File: src/rtl/kyber_pkg.sv
// Shared Kyber constants for the coefficient datapath blocks.
package kyber_pkg;
  localparam int KYBER_Q  = 3329;
  localparam int KYBER_2Q = 6658;
  localparam int KYBER_N  = 256;
  localparam int COEF_W   = 12;
  localparam int IDX_W    = 8;
endpackage

File: src/rtl/poly_mod_add_stage.sv
// One registered conditional-subtract stage with valid/ready handshake; carries
// the coefficient index alongside the data.
module poly_mod_add_stage
  import kyber_pkg::*;
#(
  parameter int DATA_W = COEF_W + 2,
  parameter int OUT_W  = COEF_W + 2,
  parameter int IDX_B  = IDX_W,
  parameter int SUB    = KYBER_2Q
) (
  input  logic              clk,
  input  logic              rst,
  input  logic              in_valid,
  output logic              in_ready,
  input  logic [DATA_W-1:0] in_data,
  input  logic [IDX_B-1:0]  in_idx,
  output logic              out_valid,
  input  logic              out_ready,
  output logic [OUT_W-1:0]  out_data,
  output logic [IDX_B-1:0]  out_idx
);
  localparam logic [DATA_W-1:0] SUB_V = DATA_W'(SUB);

  function automatic logic [OUT_W-1:0] reduce(input logic [DATA_W-1:0] x);
    return (x >= SUB_V) ? OUT_W'(x - SUB_V) : OUT_W'(x);
  endfunction

  // Loads whenever empty or the held result leaves this cycle.
  assign in_ready = ~out_valid | out_ready;

  always_ff @(posedge clk) begin
    if (rst) begin
      out_valid <= 1'b0;
      out_data  <= '0;
      out_idx   <= '0;
    end else if (in_ready) begin
      out_valid <= in_valid;
      if (in_valid) begin
        out_data <= reduce(in_data);
        out_idx  <= in_idx;
      end
    end
  end
endmodule

File: src/rtl/poly_mod_add_stream.sv
// Streaming (a + b) mod q engine: adder and index/framing tracking up front,
// then two conditional-subtract stages (2q, then q) with full backpressure.
module poly_mod_add_stream
  import kyber_pkg::*;
#(
  parameter int WIDTH = COEF_W,
  parameter int Q     = KYBER_Q,
  parameter int N     = KYBER_N
) (
  input  logic                 clk,
  input  logic                 rst,
  input  logic                 in_valid,
  output logic                 in_ready,
  input  logic [WIDTH-1:0]     in_a,
  input  logic [WIDTH-1:0]     in_b,
  input  logic                 in_last,
  output logic                 out_valid,
  input  logic                 out_ready,
  output logic [WIDTH-1:0]     out_sum,
  output logic [$clog2(N)-1:0] out_idx,
  output logic                 out_last,
  output logic                 err_frame
);
  localparam int IW = $clog2(N);
  localparam int SW = WIDTH + 2;
  localparam logic [IW-1:0] LAST_IDX = IW'(N - 1);

  logic [SW-1:0] sum_p0;
  logic [IW-1:0] in_cnt;
  logic          in_xfer;
  logic          vld_p1;
  logic [SW-1:0] sum_p1;
  logic [IW-1:0] idx_p1;
  logic          rdy_p2;

  assign sum_p0  = {2'b00, in_a} + {2'b00, in_b};
  assign in_xfer = in_valid & in_ready;

  // Framing is only observed, never used to resynchronise the counter.
  always_ff @(posedge clk) begin
    if (rst) begin
      in_cnt    <= '0;
      err_frame <= 1'b0;
    end else if (in_xfer) begin
      in_cnt <= in_cnt + 1'b1;
      if (in_last != (in_cnt == LAST_IDX)) err_frame <= 1'b1;
    end
  end

  // ---- stage 1: fold s0 below 2q ----
  poly_mod_add_stage #(
    .DATA_W(SW), .OUT_W(SW), .IDX_B(IW), .SUB(2 * Q)
  ) u_stage_p1 (
    .clk      (clk),
    .rst      (rst),
    .in_valid (in_valid),
    .in_ready (in_ready),
    .in_data  (sum_p0),
    .in_idx   (in_cnt),
    .out_valid(vld_p1),
    .out_ready(rdy_p2),
    .out_data (sum_p1),
    .out_idx  (idx_p1)
  );

  // ---- stage 2: fold s1 below q, narrow to coefficient width ----
  poly_mod_add_stage #(
    .DATA_W(SW), .OUT_W(WIDTH), .IDX_B(IW), .SUB(Q)
  ) u_stage_p2 (
    .clk      (clk),
    .rst      (rst),
    .in_valid (vld_p1),
    .in_ready (rdy_p2),
    .in_data  (sum_p1),
    .in_idx   (idx_p1),
    .out_valid(out_valid),
    .out_ready(out_ready),
    .out_data (out_sum),
    .out_idx  (out_idx)
  );

  assign out_last = (out_idx == LAST_IDX);
endmodule

File: config.mk
export PLATFORM = sky130hd
export DESIGN_NAME = poly_mod_add_stream
export DESIGN_NICKNAME = d
export VERILOG_FILES = /design/src/rtl/kyber_pkg.sv /design/src/rtl/poly_mod_add_stage.sv /design/src/rtl/poly_mod_add_stream.sv
export SDC_FILE = /design/constraint.sdc
export NUM_CORES = 1
export LEC_CHECK = 0
export ABC_AREA = 0
export CORE_ASPECT_RATIO = 1.4
export CORE_MARGIN = 2
export CORE_UTILIZATION = 58
export CTS_CLUSTER_DIAMETER = 200
export DETAILED_ROUTE_END_ITERATION = 8
export PLACE_DENSITY_LB_ADDON = 0.25
export SLEW_MARGIN = 20
export SYNTH_ARGS = -nofsm -noshare
export SYNTH_HDL_FRONTEND = slang
export SYNTH_HIERARCHICAL = 1
export SYNTH_SLANG_ARGS = --single-unit
File: constraint.sdc
create_clock -name clk -period 8.55 [get_ports clk]
set_input_delay 2.565 -clock clk [delete_from_list [all_inputs] [get_ports clk]]
set_output_delay 2.565 -clock clk [all_outputs]
set_load 0.005 [all_outputs]
After elaboration in Yosys (flattened, before gate mapping)
Index checks and enable logic that the tools add are counted.
{"block": "word_totals", "mem_bits_ro": 0, "elab_cells": 27, "inputBits": 29, "ramBits": 0, "latchBits": 0, "memories": 0, "ff_bits": 53}
{"block": "classes", "mul": 0, "reduce_logical": 3, "order_cmp": 2, "n_addsub": 4, "div_mod_pow": 0, "mux": 2, "shifts": 0, "bitwise": 5, "n_eq_ne": 3}
{"cell": "8-bit equality test, second input constant", "n": 2}
{"cell": "14-bit by 12-bit greater-or-equal comparator with 1-bit output, second input constant", "n": 1}
{"cell": "14-bit 2-to-1 mux", "n": 1}
{"cell": "13-bit by 13-bit subtractor with 14-bit output, second input constant", "n": 1}
{"cell": "12-bit by 12-bit adder with 13-bit output", "n": 1}
{"cell": "13-bit greater-or-equal comparator, second input constant", "n": 1}
{"cell": "12-bit 2-to-1 mux", "n": 1}
{"cell": "12-bit subtractor, second input constant", "n": 1}
{"cell": "8-bit by 1-bit adder with 8-bit output, second input constant", "n": 1}
{"cell": "2-bit AND reduction", "n": 3}
{"cell": "1-bit inverter", "n": 2}
{"cell": "1-bit bitwise OR", "n": 2}
{"cell": "1-bit bitwise AND", "n": 1}
{"cell": "1-bit != test", "n": 1}

Logic depth before layout (Yosys ltp)
Gate-level depths: netlist of the first run.
{"block": "logic_depth", "word_depth": 5, "depth_mapped": 12, "depth_no_buf": 11}

Cells and area by module
Netlist of the first run, hierarchy kept.
{"mod": "poly_mod_add_stage at u_stage_p1", "seq_area_each_um2": 460.4, "cells_each": 146, "area_per_inst_um2": 1169.9, "n_inst": 1}
{"mod": "poly_mod_add_stage at u_stage_p2", "seq_area_each_um2": 420.4, "cells_each": 126, "area_per_inst_um2": 1101.1, "n_inst": 1}
{"mod": "poly_mod_add_stream", "seq_area_each_um2": 180.2, "cells_each": 129, "area_per_inst_um2": 1034.7, "n_inst": 1}

Least setup slack after synthesis of the first run
OpenSTA, ideal clock, no wires.
{"block": "synth_path", "path_type": "input -> output", "start": "input port out_ready", "end": "output port in_ready", "required_ns": 5.985, "cell_stages": 2, "arrival_ns": 2.947, "path_buffers": 0, "slack_ns": 3.038, "path_cell_list": "nand2b_1 -> nand2b_1"}
{"block": "synth_between", "elab_chain_cells": 2}
{"item": "from (decl)", "line_no": "poly_mod_add_stream.sv:18", "source": "input logic out_ready,"}
{"item": "1-bit bitwise OR (2 in a row)", "line_no": "poly_mod_add_stage.sv:29", "source": "assign in_ready = ~out_valid | out_ready;"}
{"item": "to (decl)", "line_no": "poly_mod_add_stream.sv:13", "source": "output logic in_ready,"}
No other way between the ends.

Worst setup path in the final report of the first run
{"block": "layout_path", "start": "input port out_ready", "end": "output port in_ready"}
{"block": "layout_between", "elab_chain_cells": 2}
{"item": "1-bit bitwise OR", "line_no": "poly_mod_add_stage.sv:29"}
{"item": "via rdy_p2", "line_no": "poly_mod_add_stream.sv:34", "source": "logic rdy_p2;"}
{"item": "1-bit bitwise OR", "line_no": "poly_mod_add_stage.sv:29"}
The timed path passes the listed nets, and every way through them passes these cells.

==> results of run 1 <==
-- report_power, final --
group / total (uW) / internal [uW] / switching [uW] / leakage, uW
registers: 278 / 262 / 16.5 / 0.000434
clock network: 151 / 67.3 / 84.0 / 0.0000518
logic: 203 / 90.6 / 112 / 0.000939
-- cells by family after synthesis --
logic type | count (synthesis) | share of synthesized area [%]
XOR/XNOR | 33 | 8.74
AO/OA/AOI/OAI | 113 | 23.9
flip-flops | 53 | 32.1
AND/OR/NAND/NOR | 155 | 24.6
other | 1 | 0.113
buffers and inverters | 28 | 3.44
adder cells (fa/ha/maj) | 18 | 7.04
-- flip-flops by register name, summed over array words and instances, names as in the netlist --
name                  count
u_stage_p1/out_data      14
u_stage_p2/out_data      12
in_cnt                    8
u_stage_p1/out_idx        8
u_stage_p2/out_idx        8
err_frame                 1
u_stage_p1/out_valid      1
u_stage_p2/out_valid      1
-- Yosys cell counts (3+ instances only) --
cell type / n
dfxtp_1: 53
nand2_1: 49
nor2_1: 40
a21oi_1: 35
xor2_1: 20
ha_1: 17
a211oi_1: 16
xnor2_1: 13
clkbuf_1: 11
nand3_1: 11
inv_1: 10
o21ai_0: 8
nand4_1: 7
o211ai_1: 7
a21o_1: 6
nor3_1: 6
a31oi_1: 5
nand2b_1: 5
nor3b_1: 5
buf_2: 4
nor2b_1: 4
o21ai_1: 4
a2111oi_0: 3
a211oi_2: 3
and2_1: 3
and4_1: 3
nand3b_1: 3
or4_1: 3
-- per-stage QoR --
step	hold slack, ns	power, uW
6_report	0.457	633
4_1_cts	0.458	636
2_1_floorplan	0.432	431
3_5_place_dp	0.444	484
5_1_grt	0.470	674
3_3_place_gp	0.438	477
-- metal layers --
metal | global-route usage, % | share of wire [%]
met5 | 0 | 0
met4 | 9.83 | 2.9
met2 | 41.5 | 50
met1 | 29.6 | 43
met3 | 3.37 | 4.1
-- worst max-delay path, delay by kind of cell --
kind | cells | cell delay (ns)
AND/OR/NAND/NOR | 2 | 0.45
buffers and inverters | 2 | 1.01
-- worst min path at each step --
stage | cells past startpoint | slack (ns) | to
after detailed placement | 2 | 0.44 | u_stage_p2/out_idx[7]$_SDFFE_PP0P_
after global routing | 2 | 0.47 | u_stage_p2/out_idx[7]$_SDFFE_PP0P_
after floorplan | 2 | 0.43 | u_stage_p2/out_idx[0]$_SDFFE_PP0P_
final | 2 | 0.46 | u_stage_p2/out_idx[0]$_SDFFE_PP0P_
after global placement | 2 | 0.44 | u_stage_p2/out_idx[0]$_SDFFE_PP0P_
after CTS | 2 | 0.46 | u_stage_p2/out_idx[0]$_SDFFE_PP0P_
-- cell type report --
cell class                 instances  area (um2)
timing repair buffer              52         515
tap                               68        85.1
clock inverter                     2        17.5
sequential                        53        1060
inverter                          10        37.5
clock buffer                       6        82.6
multi-input combinational        324        2150
fill                             460        1580
==> reports/qor.txt, run 1 <==
Status: finished clean
Synth Instances: 401
Num rows: 32
Mean Syn Cell Area: 8.24 um2
Final WS setup: 1.96 ns
Crit path DAT: 4.03 ns
Worst Path Required: 5.99 ns
Slew Viols, Final: 0
Total die area: 6330 um2
Post-DR wirelength/cell: 13.6 um
Layout Cells excl Fill: 515
Synth cell types: 65
Setup tns final: 0 ns
Die Wd: 67.8 um
Layout Skew: 0.00955 ns
Post-CTS Setup Inserts: 0
Worst relative slew slack: 30.4%
Synth top area cells: dfxtp_1, ha_1, nand2_1, a21oi_1, xor2_1
Largest net degree at the start of global routing: 59
Placeable Area: 5530 um2
Hold Path Class: flop to flop
Worst setup path startpoint: out_ready
CTS resizes: 0
Clk_lat worst skew: 0.31 ns
Cts hold-fix bufs: 0
R2r setup slk: 6.38 ns
Setup CP Type: input pin to output pin
Post-route clock period utilization: 77.1%
Post-synth EDFFs: 0
Post-Route WL: 7020 um
P&R area growth vs syn: 19.3%
All-layer global routing usage: 24.2%
Sequential area share after synthesis: 32.1%
First-pass detailed-route iteration total: 4
Worst slack, placed: 1.96 ns
Power per cell area: 160 nW/um2
Yosys top cell area share: 32.1%
Post-synthesis register bit count: 53
Most frequent cells in the layout: dfxtp_1, clkdlybuf4s50_1, nand2_1
Initial core utilization: 59.8%
Setup crit end: in_ready
Grt ovf: 0
Area leader, netlist: dfxtp_1
Final hold vios: 0
Die Y: 93.3 um
Min-delay src: u_stage_p1/out_idx[0]$_SDFFE_PP0P_
Max clock buf depth: 2
Clk root buf: clkbuf_8
Crit-path cells: clkdlybuf4s50_1 > nand2b_1 > nand2b_1 > clkdlybuf4s50_1
Routed vias/inst: 5.89
I/O Pins: 53
HPWL Detailed: 5250 um
CP max stage delay: 0.56 ns
RR Startpoint: u_stage_p2/out_valid$_SDFFE_PP0N_
Total number of vias: 3,031
Remaining DRCs: 0
CP endpoint kind: output pin
Ys flop type: dfxtp_1
H-tree depth: 2
Post-route cell area: 3950 um2
Placed cell areas: 3840 um2
Clock sinks: 53
R2r endpoint: u_stage_p1/out_data[8]$_SDFFE_PP0P_
Pleak: 0.00142 uW
Routed Antenna Nets: 0
# port buffers: 52
CP max FO: 8
Initial antenna violation count: 0
Clock slew at reported path FFs: 0.10 ns
Post-synth ARST share: 0%
Synthesis Warnings: 6
Share of post-route cells with drive strength above 1: 6.49%
RSZ-0062 raised after global routing: false
FMAX: 0.152 GHz
Peak supply drop: 0.0915 mV
Num CTS Buffers: 5
Max-cap violations: 0
Vias in the first global route: 2,706
First-pass GRT wire length: 12,100 um
Slew @ Worst Pin: 1.04 ns
Synth Cell Area: 3310 um2
Diode count: 0
FF-to-FF path depth: 5
Placed instance count: 507
CP max stage cell: clkdlybuf4s50_1
Commonest non-fill, non-tap cell in the layout: dfxtp_1
Final setup fails: 0
GP Congestion: 0.810
DR iter-0 viols: 192
Startpoint types: input pin
Nets: 493
Final Util: 71.4%
Tmin final: 6.59 ns
TritonCTS clock tree: yes
Power figures use the tool's default switching activity.
==> run 2: changes to the inputs <==
CORE_UTILIZATION = 49   (was 58)
clock period = 5.9 ns   (was 8.55 ns; I/O delays follow)
==> run 2 against run 1 <==
  * Clock skew is 0.00066 ns lower
  * Non-clock buffer count is the same
  * Sequential power increased by 45%
  * Count of clock-buffer cells in the layout decreased by 1
  * Sequential cell count unchanged
  * Power grew 50%
  * Via count shrank 0.63%
  * Sequential share of layout area shrank 0.16 points
  * Hold slack gained 0.0035 ns
  * Largest power group unchanged
  * Highest routed layer unchanged
==> reports/qor.txt, run 2 (same netlist as run 1, synthesis figures left out) <==
HPWL Detailed: 5290 um
FF-to-FF path depth: 5
Share of post-route cells with drive strength above 1: 6.49%
CTS resizes: 0
Slew Viols, Final: 0
Post-route clock period utilization: 84.6%
Diode count: 0
Power per cell area: 239 nW/um2
Nets: 493
Final Util: 60.4%
Final setup fails: 0
CP endpoint kind: output pin
Most flops, register: u_stage_p1/out_data
Max-cap violations: 0
Post-CTS Setup Inserts: 0
Clk_lat worst skew: 0.31 ns
Remaining DRCs: 0
Cts hold-fix bufs: 0
First-pass detailed-route iteration total: 4
Status: finished clean
DR iter-0 viols: 141
Startpoint types: input pin
Initial antenna violation count: 0
Total number of vias: 3,012
Num rows: 35
Most frequent cells in the layout: dfxtp_1, clkdlybuf4s50_1, nand2_1
Clock slew at reported path FFs: 0.10 ns
Commonest non-fill, non-tap cell in the layout: dfxtp_1
Vias in the first global route: 2,722
Placeable Area: 6570 um2
Max FFs per register: 14
Routed Antenna Nets: 0
First-pass GRT wire length: 11,600 um
Worst relative slew slack: 29.8%
Num CTS Buffers: 5
Crit path DAT: 3.22 ns
I/O Pins: 53
Setup CP Type: input pin to output pin
Placed cell areas: 3850 um2
Total die area: 7430 um2
Largest net degree at the start of global routing: 59
# port buffers: 52
Die Wd: 73.4 um
WHS Path Cells: 2
Die Y: 101 um
Hold Path Class: flop to flop
Peak supply drop: 0.126 mV
All-layer global routing usage: 19.2%
Tmin final: 4.99 ns
Routed vias/inst: 5.78
Setup tns final: 0 ns
Biggest regs: u_stage_p1/out_data x14, u_stage_p2/out_data x12
TritonCTS clock tree: yes
Slew @ Worst Pin: 1.05 ns
Max clock buf depth: 2
Worst Path Required: 4.13 ns
Layout Skew: 0.00888 ns
Post-Route WL: 6900 um
Post-route cell area: 3970 um2
FMAX: 0.200 GHz
Pleak: 0.00143 uW
Initial core utilization: 50.3%
Post-DR wirelength/cell: 13.2 um
CP max FO: 8
GP Congestion: 0.934
Clk root buf: clkbuf_8
RSZ-0062 raised after global routing: false
Grt ovf: 0
P&R area growth vs syn: 20.1%
Final hold vios: 0
Clock sinks: 53
H-tree depth: 2
-- run 2: changes by cell type in the layout (fill, tap and decap cells not counted), sizes merged --
cell	delta
clkbuf	-1
clkinv	-1
bufinv	+1
inv	+1
-- run 2: metrics by stage --
| stage | std cells | hold WS [ns] | setup slack (ns) | power, uW |
|---|---|---|---|---|
| 2_1_floorplan | 405 | 0.432 | 1.61 | 624 |
| 3_3_place_gp | 513 | 0.440 | 0.783 | 696 |
| 3_5_place_dp | 513 | 0.446 | 0.726 | 702 |
| 4_1_cts | 521 | 0.460 | 0.908 | 954 |
| 5_1_grt | 521 | 0.478 | 0.718 | 1010 |
| 6_report | 521 | 0.460 | 0.907 | 949 |
-- run 2: layout make-up --
cell class,instances,area (um2)
fillers,602,2600
multi-input cells,324,2150
flip-flops and latches,53,1060
repair buffers,52,515
well taps,74,92.6
clock buffers,5,68.8
clock inverters,3,47.5
inverters,10,37.5
-- run 2: critical path, cell delays in order --
cell,delay (ns)
clkdlybuf4s50_1,0.45
nand2b_1,0.14
nand2b_1,0.30
clkdlybuf4s50_1,0.56
-- run 2: final timing paths --
check	start	to	slack [ns]
min	u_stage_p1/out_idx[1]$_SDFFE_PP0P_	u_stage_p1/out_idx[1]$_SDFFE_PP0P_	0.46
min reg2reg	u_stage_p1/out_idx[1]$_SDFFE_PP0P_	u_stage_p1/out_idx[1]$_SDFFE_PP0P_	0.46
max	out_ready	in_ready	0.91
max reg2reg	u_stage_p2/out_valid$_SDFFE_PP0N_	u_stage_p1/out_data[8]$_SDFFE_PP0P_	3.72
-- run 2: power by group --
| group | internal (uW) | total [uW] | switching (uW) |
|---|---|---|---|
| combinational | 131 | 293 | 161 |
| sequential | 380 | 403 | 23.3 |
| clock | 129 | 253 | 124 |
| total | 640 | 949 | 308 |
-- run 2: metal layers --
| layer | vias to the layer above | GRT usage (%) | wire length (um) |
|---|---|---|---|
| met1 | 1390 | 21.2 | 2930 |
| li1 | 1544 | - | - |
| met4 | 0 | 7.41 | 144 |
| met5 | - | 0 | 0 |
| met3 | 11 | 2.59 | 206 |
| met2 | 67 | 36.4 | 3620 |
